File: config.mk
export PLATFORM = sky130hd
export DESIGN_NAME = fifo_ctrl_dp_ram_flat
export DESIGN_NICKNAME = d
export VERILOG_FILES = /design/src/rtl/fifo_ctrl_dp_ram_if.sv /design/src/rtl/fifo_ctrl_dp_ram.sv /design/src/flat_wrapper.sv
export SDC_FILE = /design/constraint.sdc
export NUM_CORES = 1
export LEC_CHECK = 0
export ABC_AREA = 1
export CORE_ASPECT_RATIO = 2
export CORE_MARGIN = 5
export CORE_UTILIZATION = 37
export DETAILED_ROUTE_END_ITERATION = 8
export PLACE_DENSITY = 0.77
export SETUP_SLACK_MARGIN = 0.4
export SLEW_MARGIN = 20
export SYNTH_ARGS = -nofsm -noshare
export SYNTH_HDL_FRONTEND = slang
export SYNTH_SLANG_ARGS = --single-unit
File: constraint.sdc
create_clock -name clk -period 2.1 [get_ports clk]
set_input_delay 0.21 -clock clk [delete_from_list [all_inputs] [get_ports clk]]
set_output_delay 0.21 -clock clk [all_outputs]
set_load 0.01 [all_outputs]
File: src/rtl/fifo_ctrl_dp_ram_if.sv
// Push/pop and RAM-side bundle for fifo_ctrl_dp_ram.
//   slave  : the FIFO controller (drives flags, pop side and RAM write/read controls)
//   master : the surrounding producer/consumer/RAM environment
interface fifo_ctrl_dp_ram_if #(
  parameter int unsigned DATA_WIDTH = 8,
  parameter int unsigned ADDR_WIDTH = 4
);
  logic                  push;
  logic [DATA_WIDTH-1:0] push_data;
  logic                  pop;
  logic [DATA_WIDTH-1:0] pop_data;
  logic                  pop_valid;
  logic                  full;
  logic                  empty;
  logic                  almost_full;
  logic                  almost_empty;
  logic [ADDR_WIDTH:0]   count;
  logic                  overflow;
  logic                  underflow;
  logic                  ram_we;
  logic [ADDR_WIDTH-1:0] ram_waddr;
  logic [DATA_WIDTH-1:0] ram_wdata;
  logic                  ram_re;
  logic [ADDR_WIDTH-1:0] ram_raddr;
  logic [DATA_WIDTH-1:0] ram_rdata;

  modport slave (
    input  push, push_data, pop, ram_rdata,
    output pop_data, pop_valid, full, empty, almost_full, almost_empty,
           count, overflow, underflow,
           ram_we, ram_waddr, ram_wdata, ram_re, ram_raddr
  );

  modport master (
    output push, push_data, pop, ram_rdata,
    input  pop_data, pop_valid, full, empty, almost_full, almost_empty,
           count, overflow, underflow,
           ram_we, ram_waddr, ram_wdata, ram_re, ram_raddr
  );
endinterface

File: src/rtl/fifo_ctrl_dp_ram.sv
// Synchronous FIFO controller for an external simple dual-port RAM with a
// 1-cycle registered read. Owns the pointers, occupancy and status flags.
// Ports:
//   clk   : clock, all state on posedge
//   rst_n : asynchronous active-low reset
//   bus   : fifo_ctrl_dp_ram_if.slave (push/pop handshake, flags, RAM controls)
module fifo_ctrl_dp_ram #(
  parameter int unsigned DATA_WIDTH = 8,
  parameter int unsigned ADDR_WIDTH = 4,
  parameter int unsigned AF_LEVEL   = 2**ADDR_WIDTH - 2,
  parameter int unsigned AE_LEVEL   = 2
) (
  input  logic              clk,
  input  logic              rst_n,
  fifo_ctrl_dp_ram_if.slave bus
);

  localparam int unsigned PTR_W = ADDR_WIDTH + 1;

  logic [PTR_W-1:0]      wr_ptr;
  logic [PTR_W-1:0]      rd_ptr;
  logic [PTR_W-1:0]      count_c;
  logic                  full_c;
  logic                  empty_c;
  logic                  wr_acc;
  logic                  rd_acc;
  logic                  pop_valid_q;
  logic                  overflow_q;
  logic                  underflow_q;
  logic [DATA_WIDTH-1:0] wdata_c;
  logic [DATA_WIDTH-1:0] rdata_c;

  // Status decode from registered pointers only; wrap bit distinguishes full from empty.
  assign count_c = wr_ptr - rd_ptr;
  assign empty_c = (wr_ptr == rd_ptr);
  assign full_c  = (wr_ptr[ADDR_WIDTH-1:0] == rd_ptr[ADDR_WIDTH-1:0]) &&
                   (wr_ptr[ADDR_WIDTH] != rd_ptr[ADDR_WIDTH]);

  // Accept decisions use start-of-cycle flags.
  assign wr_acc = bus.push & ~full_c;
  assign rd_acc = bus.pop  & ~empty_c;

  // RAM side: read address always tracks rd_ptr so ram_re is only a hint.
  assign wdata_c       = bus.push_data;
  assign bus.ram_we    = wr_acc;
  assign bus.ram_waddr = wr_ptr[ADDR_WIDTH-1:0];
  assign bus.ram_wdata = wdata_c;
  assign bus.ram_re    = rd_acc;
  assign bus.ram_raddr = rd_ptr[ADDR_WIDTH-1:0];

  // Pop data passes straight through from the RAM's registered output.
  assign rdata_c      = bus.ram_rdata;
  assign bus.pop_data = rdata_c;

  assign bus.pop_valid    = pop_valid_q;
  assign bus.count        = count_c;
  assign bus.full         = full_c;
  assign bus.empty        = empty_c;
  assign bus.almost_full  = (count_c >= PTR_W'(AF_LEVEL));
  assign bus.almost_empty = (count_c <= PTR_W'(AE_LEVEL));
  assign bus.overflow     = overflow_q;
  assign bus.underflow    = underflow_q;

  // Pointer, pop-valid and sticky error state.
  always_ff @(posedge clk or negedge rst_n) begin
    if (!rst_n) begin
      wr_ptr      <= '0;
      rd_ptr      <= '0;
      pop_valid_q <= 1'b0;
      overflow_q  <= 1'b0;
      underflow_q <= 1'b0;
    end else begin
      if (wr_acc) wr_ptr <= wr_ptr + PTR_W'(1);
      if (rd_acc) rd_ptr <= rd_ptr + PTR_W'(1);
      pop_valid_q <= rd_acc;
      if (bus.push && full_c)  overflow_q  <= 1'b1;
      if (bus.pop  && empty_c) underflow_q <= 1'b1;
    end
  end

endmodule

File: src/flat_wrapper.sv
// flat-port wrapper written by rule: the top's interface ports become plain ports
module fifo_ctrl_dp_ram_flat 
#(
  parameter int unsigned DATA_WIDTH = 8,
  parameter int unsigned ADDR_WIDTH = 4,
  parameter int unsigned AF_LEVEL   = 2**ADDR_WIDTH - 2,
  parameter int unsigned AE_LEVEL   = 2
)
  (clk, rst_n, bus_push, bus_push_data, bus_pop, bus_ram_rdata, bus_pop_data, bus_pop_valid, bus_full, bus_empty, bus_almost_full, bus_almost_empty, bus_count, bus_overflow, bus_underflow, bus_ram_we, bus_ram_waddr, bus_ram_wdata, bus_ram_re, bus_ram_raddr);
  fifo_ctrl_dp_ram_if #(.DATA_WIDTH(DATA_WIDTH), .ADDR_WIDTH(ADDR_WIDTH)) bus_i ();
  input  logic clk;
  input  logic rst_n;
  input wire logic [$bits(bus_i.push)-1:0] bus_push;
  input wire logic [$bits(bus_i.push_data)-1:0] bus_push_data;
  input wire logic [$bits(bus_i.pop)-1:0] bus_pop;
  input wire logic [$bits(bus_i.ram_rdata)-1:0] bus_ram_rdata;
  output wire logic [$bits(bus_i.pop_data)-1:0] bus_pop_data;
  output wire logic [$bits(bus_i.pop_valid)-1:0] bus_pop_valid;
  output wire logic [$bits(bus_i.full)-1:0] bus_full;
  output wire logic [$bits(bus_i.empty)-1:0] bus_empty;
  output wire logic [$bits(bus_i.almost_full)-1:0] bus_almost_full;
  output wire logic [$bits(bus_i.almost_empty)-1:0] bus_almost_empty;
  output wire logic [$bits(bus_i.count)-1:0] bus_count;
  output wire logic [$bits(bus_i.overflow)-1:0] bus_overflow;
  output wire logic [$bits(bus_i.underflow)-1:0] bus_underflow;
  output wire logic [$bits(bus_i.ram_we)-1:0] bus_ram_we;
  output wire logic [$bits(bus_i.ram_waddr)-1:0] bus_ram_waddr;
  output wire logic [$bits(bus_i.ram_wdata)-1:0] bus_ram_wdata;
  output wire logic [$bits(bus_i.ram_re)-1:0] bus_ram_re;
  output wire logic [$bits(bus_i.ram_raddr)-1:0] bus_ram_raddr;
  assign bus_i.push = bus_push;
  assign bus_i.push_data = bus_push_data;
  assign bus_i.pop = bus_pop;
  assign bus_i.ram_rdata = bus_ram_rdata;
  assign bus_pop_data = bus_i.pop_data;
  assign bus_pop_valid = bus_i.pop_valid;
  assign bus_full = bus_i.full;
  assign bus_empty = bus_i.empty;
  assign bus_almost_full = bus_i.almost_full;
  assign bus_almost_empty = bus_i.almost_empty;
  assign bus_count = bus_i.count;
  assign bus_overflow = bus_i.overflow;
  assign bus_underflow = bus_i.underflow;
  assign bus_ram_we = bus_i.ram_we;
  assign bus_ram_waddr = bus_i.ram_waddr;
  assign bus_ram_wdata = bus_i.ram_wdata;
  assign bus_ram_re = bus_i.ram_re;
  assign bus_ram_raddr = bus_i.ram_raddr;
  fifo_ctrl_dp_ram #(.DATA_WIDTH(DATA_WIDTH), .ADDR_WIDTH(ADDR_WIDTH), .AF_LEVEL(AF_LEVEL), .AE_LEVEL(AE_LEVEL)) u_core (.clk(clk), .rst_n(rst_n), .bus(bus_i));
endmodule
==> impl_metrics.ini, run 1 <==
[placed_design]
dp_hpwl_mm = 1.93
gp_congestion = 0.877
io_buffers = 25
place_ws_ns = -0.167
placed_area_sq_mm = 0.00126

[final_layout]
fin_area_sq_mm = 0.00148
multiInputGateArea_sq_um = 587
nets = 199
n_antenna_cell = 0
drive_gt1_share_pct = 42.1
n_fill_cell = 268
ff_latch_area_sq_um = 327
syn_to_final_growth_pct = 37.5
final_util_pct = 53.5

[route]
ant_nets = 0
vias_per_cell = 4.96
drtIter0Drc = 9
vias = 992
dr.pass1.iters = 6
post_drt_wl_per_cell_microns = 13.8
drc = 0
wl_mm = 2.75

[yosys]
yosysMostFrequentCell = nand2_1
yosysUniqueCellTypes = 22
syn-num-nets = 173
synth_edf_count = 0
yosysTopAreaCell = dfrtp_1
synth_warnings = 0
synth_ff_type = dfrtp_1
synth_seq_cells = 13
synth_top_cell_area_share_pct = 30.2
synth_common_cells = nand2_1 (46), buf_4 (24), inv_1 (16)
synth_area_per_cell_sq_um = 7.39
synth_cells = 146
syn-cell-area_sq_mm = 0.00108
ys_seq_area_share_pct = 30.2
netlist_top_cells_area = dfrtp_1 (30%), buf_4 (17%), nand2_1 (16%), ha_1 (7.0%), inv_1 (5.6%)
async_flop_share_pct = 100

[timing]
hold_ws_ns = 0.358
rsz0062_at_grt = true
finalSetupViolations = 0
postLayoutSetupSlackWorst_ns = 0.0223
hold_viol = 0
finalMaxSlewViolations = 0
post-route-min-period_ns = 2.08
final.period_utilization_pct = 98.9
fmax_ghz = 0.481
finClkSkew_ns = 0.00161
worstMarginPinSlew_ns = 0.631
relSlewSlack_pct = 57.8

[power]
pwr-share-comb_pct = 79.2
pwr_density_cell_mw_per_mm2 = 2150
p_sw_share_pct = 45.2
seq_power_share_pct = 13.8
p_sw_mw = 1.44
p_total_mw = 3.19
clockPowerShare_pct = 7.0
ir_worst_vdd_mv = 0.849
leakagePower_nw = 0.772
p_int_mw = 1.75

[clock_network]
clk_latency_ns = 0.24
path_clk_slew_ns = 0.06
clk_path_buf_depth = 2
cts.sinks = 13
root_buffer = clkbuf_8
cts_tree = built
numCtsBuffers = 3
cts_max_level = 1

[flow_run]
drv_cap = 0

[worst_setup_path]
required_ns = 1.89
cp-start-kind = flop
crit_fanout = 2
cp.arrival_ns = 1.87
critical_path_class = reg -> out
reg2reg_from = u_core.wr_ptr[2]$_DFFE_PN0P_
end_kind = output port
cp-startpoint = u_core.wr_ptr[0]$_DFFE_PN0P_

[floorplan]
start_util_pct = 38.9
fp.dieW_microns = 48.2
rows = 27
die-area_sq_mm = 0.00416
fp.dieH_microns = 86.4
io_pins = 58
core_sq_mm = 0.00277

[global_routing]
grt_util_all_layers_pct = 14.4
grt_pass1_wl_mm = 4.34
grt_pass1_vias = 1035
grt-ovfl-total = 0
antenna_found_initial = 0
grt_max_degree = 14

[run_status]
status = finished, final reports clean

[worst_hold_path]
holdCritPathClass = in -> async
-- layout make-up --
class	count	share of cell area, %
multi-input cells	88	39.6
repair buffers	46	27.3
flip-flops and latches	13	22.0
inverters	20	5.57
clock buffers	3	2.78
well taps	29	2.45
clock inverters	1	0.338
-- sequential cells by signal, summed over array words and instances, names as in the netlist --
| name | flops |
|---|---|
| u_core.bus.overflow | 1 |
| u_core.bus.pop_valid | 1 |
| u_core.bus.underflow | 1 |
| u_core.rd_ptr | 5 |
| u_core.wr_ptr | 5 |
-- what timing repair did --
action                     in CTS  in global routing
hold endpoints to repair        0                  0
setup endpoints to repair      11                 10
resized for setup              65                  9
hold buffers                    0                  0
pin swaps                      12                  6
setup buffers                   9                  2
-- per-layer routing --
layer | vias up | global-route usage (%) | part of all wire (%)
met4 | 0 | 11.8 | 5.7
met1 | 475 | 12.9 | 32
met3 | 11 | 0.624 | 3.9
met2 | 32 | 26.1 | 59
li1 | 474 | - | -
met5 | - | 0 | 0
-- stage by stage --
step | instances | setup TNS, ns
finish | 200 | 0
global route | 200 | -0.0648
CTS | 198 | 0
detailed placement | 185 | -0.251
global placement | 185 | -0.128
floorplan | 146 | 0
-- worst paths after layout --
check,endpoint,slack (ns),depth (start not counted)
max in group asynchronous,u_core.wr_ptr[1]$_DFFE_PN0P_,1.29,1
min in group clk,bus_pop_data[0],0.42,0
max reg2reg,u_core.wr_ptr[4]$_DFFE_PN0P_,0.61,9
max,bus_almost_empty,0.02,10
min,u_core.bus.pop_valid$_DFF_PN0_,0.36,1
min reg2reg,u_core.bus.overflow$_DFFE_PN0P_,0.46,1
-- layout by cell type, fill, tap and decap left out, types with 4 or more instances in the layout --
cell             netlist  routed
buf_4                 24      20
buf_6                  0       7
clkdlybuf4s50_1        0      14
dfrtp_1               13      12
ha_4                   0       4
inv_1                 16       8
inv_2                  3       9
nand2_1               46      38
nand2_2                3       9
nand2_4                3       5
nand3_1               11      10
-- cell families after synthesis --
group	synth area share, %
AND/OR/NAND/NOR	31.8
AO/OA/AOI/OAI	1.62
flip-flops	30.2
buffers and inverters	24.4
XOR/XNOR	3.25
adder cells (fa/ha/maj)	8.82
-- power by group through the flow --
stage	combinational, mW	sequential, mW	clock (mW)
6_report	2.53	0.441	0.224
4_1_cts	2.35	0.431	0.232
5_1_grt	2.76	0.449	0.240
3_5_place_dp	2.08	0.418	0
3_3_place_gp	2.00	0.412	0
2_1_floorplan	1.21	0.455	0
-- critical path, cell delays in order, from the launching register on --
cell     delay, ns
dfrtp_1       0.38
inv_2         0.09
ha_4          0.15
inv_4         0.03
fa_2          0.53
inv_2         0.05
nor2_2        0.09
a21oi_2       0.04
nand3_1       0.10
nor2_2        0.04
buf_2         0.13
Power figures use the tool's default switching activity.
==> run 2: changes to the inputs <==
--- a/config.mk
+++ b/config.mk
@@ -8,9 +8,9 @@
 export ABC_AREA = 1
 export CORE_ASPECT_RATIO = 2
 export CORE_MARGIN = 5
-export CORE_UTILIZATION = 37
+export CORE_UTILIZATION = 39
 export DETAILED_ROUTE_END_ITERATION = 8
-export PLACE_DENSITY = 0.77
+export PLACE_DENSITY = 0.8
 export SETUP_SLACK_MARGIN = 0.4
 export SLEW_MARGIN = 20
 export SYNTH_ARGS = -nofsm -noshare
==> run 2 against run 1 <==
Compared with the run above: non-clock buffer count did not move; highest routed layer unchanged; die area fell by 4.3%; the flow now finishes with violations (negative setup slack); core utilization rose by 1.8 points; largest cell class unchanged.
==> impl_metrics.ini, run 2 (same netlist as run 1, synthesis figures left out) <==
[run_status]
status = finished with violations
violations = negative setup slack

[timing]
worstMarginPinSlew_ns = 0.593
fmax_ghz = 0.476
final.period_utilization_pct = 100
post-route-min-period_ns = 2.10
finClkSkew_ns = 0.00122
relSlewSlack_pct = 60.3
hold_viol = 0
rsz0062_at_grt = true
hold_ws_ns = 0.339
postLayoutSetupSlackWorst_ns = -0.00255
finalSetupViolations = 1
finalMaxSlewViolations = 0

[floorplan]
fp.dieH_microns = 84.4
fp.dieW_microns = 47.2
die-area_sq_mm = 0.00398
start_util_pct = 39.9
core_sq_mm = 0.00270
io_pins = 58
rows = 27

[route]
wl_met2_mm = 1.71
post_drt_wl_per_cell_microns = 14.5
drtIter0Drc = 30
drc = 0
wl_mm = 2.90
ant_nets = 0
m1WireLength_microns = 829
highest-signal-layer = met4
vias = 1001
vias_per_cell = 5.01
dr.pass1.iters = 4
wl_met3_microns = 164

[placed_design]
place_ws_ns = -0.176
io_buffers = 25
gp_congestion = 0.890
dp_hpwl_mm = 1.96
post-place-cells = 186

[global_routing]
grt_util_all_layers_pct = 15.9
grt-ovfl-total = 0
grt_pass1_wl_mm = 4.66
grt_pass1_vias = 1093
antenna_found_initial = 0
grt_max_degree = 14

[worst_setup_path]
max_stage_delay_ns = 0.39
reg2reg_slack_ns = 0.50
end_kind = output port
cp_common_cell = nand2_2
cp-startpoint = u_core.wr_ptr[0]$_DFFE_PN0P_
cp-start-kind = flop
path_buf_inv = 4
required_ns = 1.89
critPathSlowestCell = dfrtp_1
critical-path-top-delay-family = adder cells
cp-endpoint = bus_almost_full
critical_path_class = reg -> out
reg2reg_depth = 11
cp.arrival_ns = 1.89
cp_num_cells = 12
crit-reg2reg-capture = u_core.rd_ptr[0]$_DFFE_PN0P_
crit_fanout = 3
crit_chain = inv_2 > ha_4 > inv_4 > fa_2 > nand2_2 > nand2_1 > nand2_1 > nand2_2 > nand2_2 > inv_1 > nand2_2 > buf_2
reg2reg_from = u_core.rd_ptr[1]$_DFFE_PN0P_

[clock_network]
path_clk_slew_ns = 0.05
root_buffer = clkbuf_8
clk_path_buf_depth = 2
numCtsBuffers = 3
cts.sinks = 13
cts_max_level = 1
cts_tree = built
clk_latency_ns = 0.25

[worst_hold_path]
holdCritPathClass = in -> async

[final_layout]
biggestRegsByFlops = u_core.rd_ptr: 5 flops, u_core.wr_ptr: 5 flops
n_antenna_cell = 0
syn_to_final_growth_pct = 38.6
final_common_cell = nand2_1
nets = 199
multiInputGateArea_sq_um = 612
ff_latch_area_sq_um = 327
most-common-layout-cells = nand2_1 (38), buf_4 (20), clkdlybuf4s50_1 (14)
stdcell_count = 200
drive_gt1_share_pct = 42.1
n_fill_cell = 268

[power]
pwr_density_cell_mw_per_mm2 = 2180
ir_worst_vdd_mv = 0.929
p_total_mw = 3.26
leakagePower_nw = 0.784

[flow_run]
drv_cap = 0
==> run 2: timing repair <==
item                                    4_1_cts  5_1_grt
endpoints found under the hold margin         0        0
endpoints found under the setup margin       11       10
hold buffers                                  0        0
resized for setup                            52       21
pin swaps                                    10       13
setup buffers                                 7        3
==> run 2: per-layer routing <==
layer,vias to the layer above,track usage (%)
met5,-,0
met4,0,13.4
met3,19,3.22
met2,35,27.4
met1,476,14.1
li1,471,-
==> run 2: metrics by stage <==
step,utilization (%),area (sq um),TNS (ns)
global route,55.3,1500,-0.235
CTS,52.2,1410,0
finish,55.3,1500,-0.00255
global placement,47.1,1270,-0.123
detailed placement,47.1,1270,-0.314
floorplan,-,1090,0
==> run 2: power by group <==
group,internal (mW),switching [mW]
combinational,1.26,1.33
sequential,0.351,0.0927
clock,0.134,0.0938
total,1.74,1.52
==> run 2: worst min path at each step <==
stage | end | cells past startpoint | slack [ns]
after floorplan | u_core.bus.overflow$_DFFE_PN0P_ | 0 | -0.09
after CTS | u_core.rd_ptr[3]$_DFFE_PN0P_ | 1 | 0.36
after detailed placement | bus_pop_data[1] | 0 | 0.42
after global placement | bus_pop_data[1] | 0 | 0.42
final | u_core.rd_ptr[3]$_DFFE_PN0P_ | 1 | 0.34
after global routing | u_core.wr_ptr[4]$_DFFE_PN0P_ | 1 | 0.38
==> run 2: worst register-to-register path: stages (launching register included) <==
cell and delay, ns:
dfrtp_1 0.38, inv_2 0.12, ha_4 0.22, nand2_1 0.10
nor2_4 0.05, buf_6 0.11, nand2_4 0.08, nand2_4 0.05
buf_4 0.13, buf_4 0.14, nand2_1 0.05, nand2_1 0.05
==> run 2: cell type report <==
class	count	area share (%)
Clock buffer	4	3.01
Sequential cell	13	21.8
Tap cell	29	2.43
Multi-Input combinational cell	88	40.9
Inverter	20	5.36
Timing Repair Buffer	46	26.4
==> patch: new RTL, settings of run 2 <==
`ADDR_WIDTH` is set to 4 in 3 places; all go to 5.
--- a/src/rtl/fifo_ctrl_dp_ram_if.sv
+++ b/src/rtl/fifo_ctrl_dp_ram_if.sv
@@ -5,3 +5,3 @@
   parameter int unsigned DATA_WIDTH = 8,
-  parameter int unsigned ADDR_WIDTH = 4
+  parameter int unsigned ADDR_WIDTH = 5
 );
--- a/src/rtl/fifo_ctrl_dp_ram.sv
+++ b/src/rtl/fifo_ctrl_dp_ram.sv
@@ -8,3 +8,3 @@
   parameter int unsigned DATA_WIDTH = 8,
-  parameter int unsigned ADDR_WIDTH = 4,
+  parameter int unsigned ADDR_WIDTH = 5,
   parameter int unsigned AF_LEVEL   = 2**ADDR_WIDTH - 2,
--- a/src/flat_wrapper.sv
+++ b/src/flat_wrapper.sv
@@ -4,3 +4,3 @@
   parameter int unsigned DATA_WIDTH = 8,
-  parameter int unsigned ADDR_WIDTH = 4,
+  parameter int unsigned ADDR_WIDTH = 5,
   parameter int unsigned AF_LEVEL   = 2**ADDR_WIDTH - 2,
Ports: changed (resized bus_count, bus_ram_raddr and bus_ram_waddr); port bits go from 58 to 61. The function was not compared with the original's and may differ.
==> patch against run 2 <==
- the flow still finishes with violations (negative setup slack)
- area after synthesis increased by 20%
- via count is 25% higher
- power grew 35%
- combinational power is 41% higher
- final area up 30%
- sequential cell count increased by 2
- setup slack lost 0.10 ns
- count of clock-buffer cells in the layout decreased by 1
- routed wire length is 23% higher
- critical endpoint unchanged
- largest cell class unchanged
- largest power group unchanged
==> patch: results (changes against run 2) <==
total wire length=3560 um (was 2900 um); # H-tree levels=1 (unchanged); class of the worst hold path=primary input to asynchronous set/reset pin (unchanged); CTS root buffer=clkbuf_8 (unchanged); Seq/Total Area, Yosys=29.1% (was 30.2%); CP arrival=1.99 ns (was 1.89 ns); Leak=0.966 nW (was 0.784 nW); post-route setup slack=-0.102 ns (was -0.00255 ns); placed inst area=0.00164 sq mm (was 0.00127 sq mm); count leader, synth=nand2_1 (unchanged); pin count of the biggest net entering global routing=16 (was 14); Antenna Cells=0 (unchanged); 1st-iter DRT viols=30 (unchanged); GPL Wtd Cong=0.887 (was 0.890); Detail Placement HPWL=2520 um (was 1960 um); fin cells=249 (was 200); distinct cell type count of the synthesized netlist=25 (was 22); setup TNS=-0.261 ns (was -0.00255 ns); failing checks=negative setup slack (unchanged); Layout fillers=272 (was 268); Peak VDD IR=1.09 mV (was 0.929 mV); outcome=complete, but fails checks (unchanged); Post-synth ARST share=100% (unchanged); DR pass1 iterations=4 (unchanged); Port Buffers=28 (was 25); Worst Clk Skew=0.00299 ns (was 0.00122 ns); gr usage total=16.0% (was 15.9%); layout cells sized above 1=47.2% (was 42.1%); CP Max Fanout=3 (unchanged); via count=1255 (was 1001); worst-skew pair later-pin latency=0.25 ns (about the same); clk buf depth=2 (unchanged); clock-pin transition on the worst setup and hold timing paths=0.06 ns; Commonest cells post-synth=nand2_1 (55), buf_4 (26), inv_1 (18) (was nand2_1 (46), buf_4 (24), inv_1 (16)); CTS Buf Count=3 (unchanged); wire length of the first global-routing pass=5740 um (was 4660 um); syn_area_per_cell=7.51 sq um (was 7.39 sq um); initial antenna violation count=0 (unchanged); Final setup violation count=3 (was 1); Synth area leaders=dfrtp_1 (29%), nand2_1 (16%), buf_4 (15%) (was dfrtp_1 (30%), buf_4 (17%), nand2_1 (16%)); worst relative slew slack=53.9% (was 60.3%); YS warnings=0 (unchanged); placed cell count=231 (was 186); syn nets=200 (was 173); Regs by FF count=u_core.rd_ptr: 6 flops, u_core.wr_ptr: 6 flops (was u_core.rd_ptr: 5 flops, u_core.wr_ptr: 5 flops)
==> patch: timing repair <==
action,4_1_cts,5_1_grt
endpoints found under the hold margin,0,0
pin swaps,20,11
hold buffers,0,0
cloned,0,1
gates resized for setup,85,14
setup buffers,7,6
endpoints found under the setup margin,23,22
==> patch: logic make-up (layout without fill, tap and decap cells) <==
kind of cell / count (synthesis) / after routing / share of synthesized area, %
AO/OA/AOI/OAI: 11 / 11 / 5.33
XOR/XNOR: 9 / 9 / 6.10
adder cells (fa/ha/maj): 8 / 8 / 8.33
buffers and inverters: 47 / 93 / 21.7
flip-flops: 15 / 15 / 29.1
AND/OR/NAND/NOR: 82 / 82 / 29.5
==> patch: final timing paths <==
kind / start / end / slack (ns) / cells past startpoint
min in group clk: bus_ram_rdata[0] / bus_pop_data[0] / 0.42 / 0
worst max-delay path: u_core.wr_ptr[0]$_DFFE_PN0P_ / bus_almost_full / -0.10 / 12
worst min register to register: u_core.bus.underflow$_DFFE_PN0P_ / u_core.bus.underflow$_DFFE_PN0P_ / 0.47 / 1
worst max register to register: u_core.rd_ptr[1]$_DFFE_PN0P_ / u_core.wr_ptr[5]$_DFFE_PN0P_ / 0.19 / 13
worst min-delay path: rst_n / u_core.rd_ptr[4]$_DFFE_PN0P_ / 0.37 / 1
max in group asynchronous: rst_n / u_core.wr_ptr[2]$_DFFE_PN0P_ / 1.24 / 1
==> patch: final cells by class <==
class,instances,area (sq um),area share [%]
flip-flops and latches,15,378,19.4
clock inverters,1,5.00,0.258
multi-input cells,110,777,40.0
repair buffers,68,612,31.5
well taps,31,38.8,2.00
clock buffers,3,41.3,2.12
inverters,21,91.3,4.70
==> patch: per-layer routing <==
metal | vias to the layer above | share of wire (%) | track usage (%)
met5 | - | 0 | 0
met4 | 0 | 7.9 | 15.8
met3 | 20 | 5.2 | 0.984
met2 | 53 | 58 | 29.4
met1 | 580 | 29 | 13.8
li1 | 602 | - | -
==> patch: per-stage QoR <==
stage	hold WS, ns	power (W)
2_1_floorplan	-0.0856	0.00207
3_3_place_gp	0.420	0.00327
3_5_place_dp	0.420	0.00334
4_1_cts	0.389	0.00407
5_1_grt	0.420	0.00472
6_report	0.373	0.00440
==> patch: report_power, final <==
part           leakage, nW  internal, W  total (W)  switching (W)
logic                0.754      0.00190    0.00366        0.00176
registers            0.187     0.000407   0.000507      0.0000998
clock network       0.0255     0.000131   0.000237       0.000106
total                0.966      0.00244    0.00440        0.00196
==> patch: critical path, cell delays in order (launching register included) <==
cell and delay [ns]:
dfrtp_1 0.39, inv_2 0.08, ha_4 0.13, inv_4 0.03, fa_2 0.38, buf_4 0.16, nand3_4 0.06, nand3_2 0.09
nand2_2 0.08, nand2_2 0.06, nand3b_1 0.09, nand2_1 0.05, buf_2 0.13
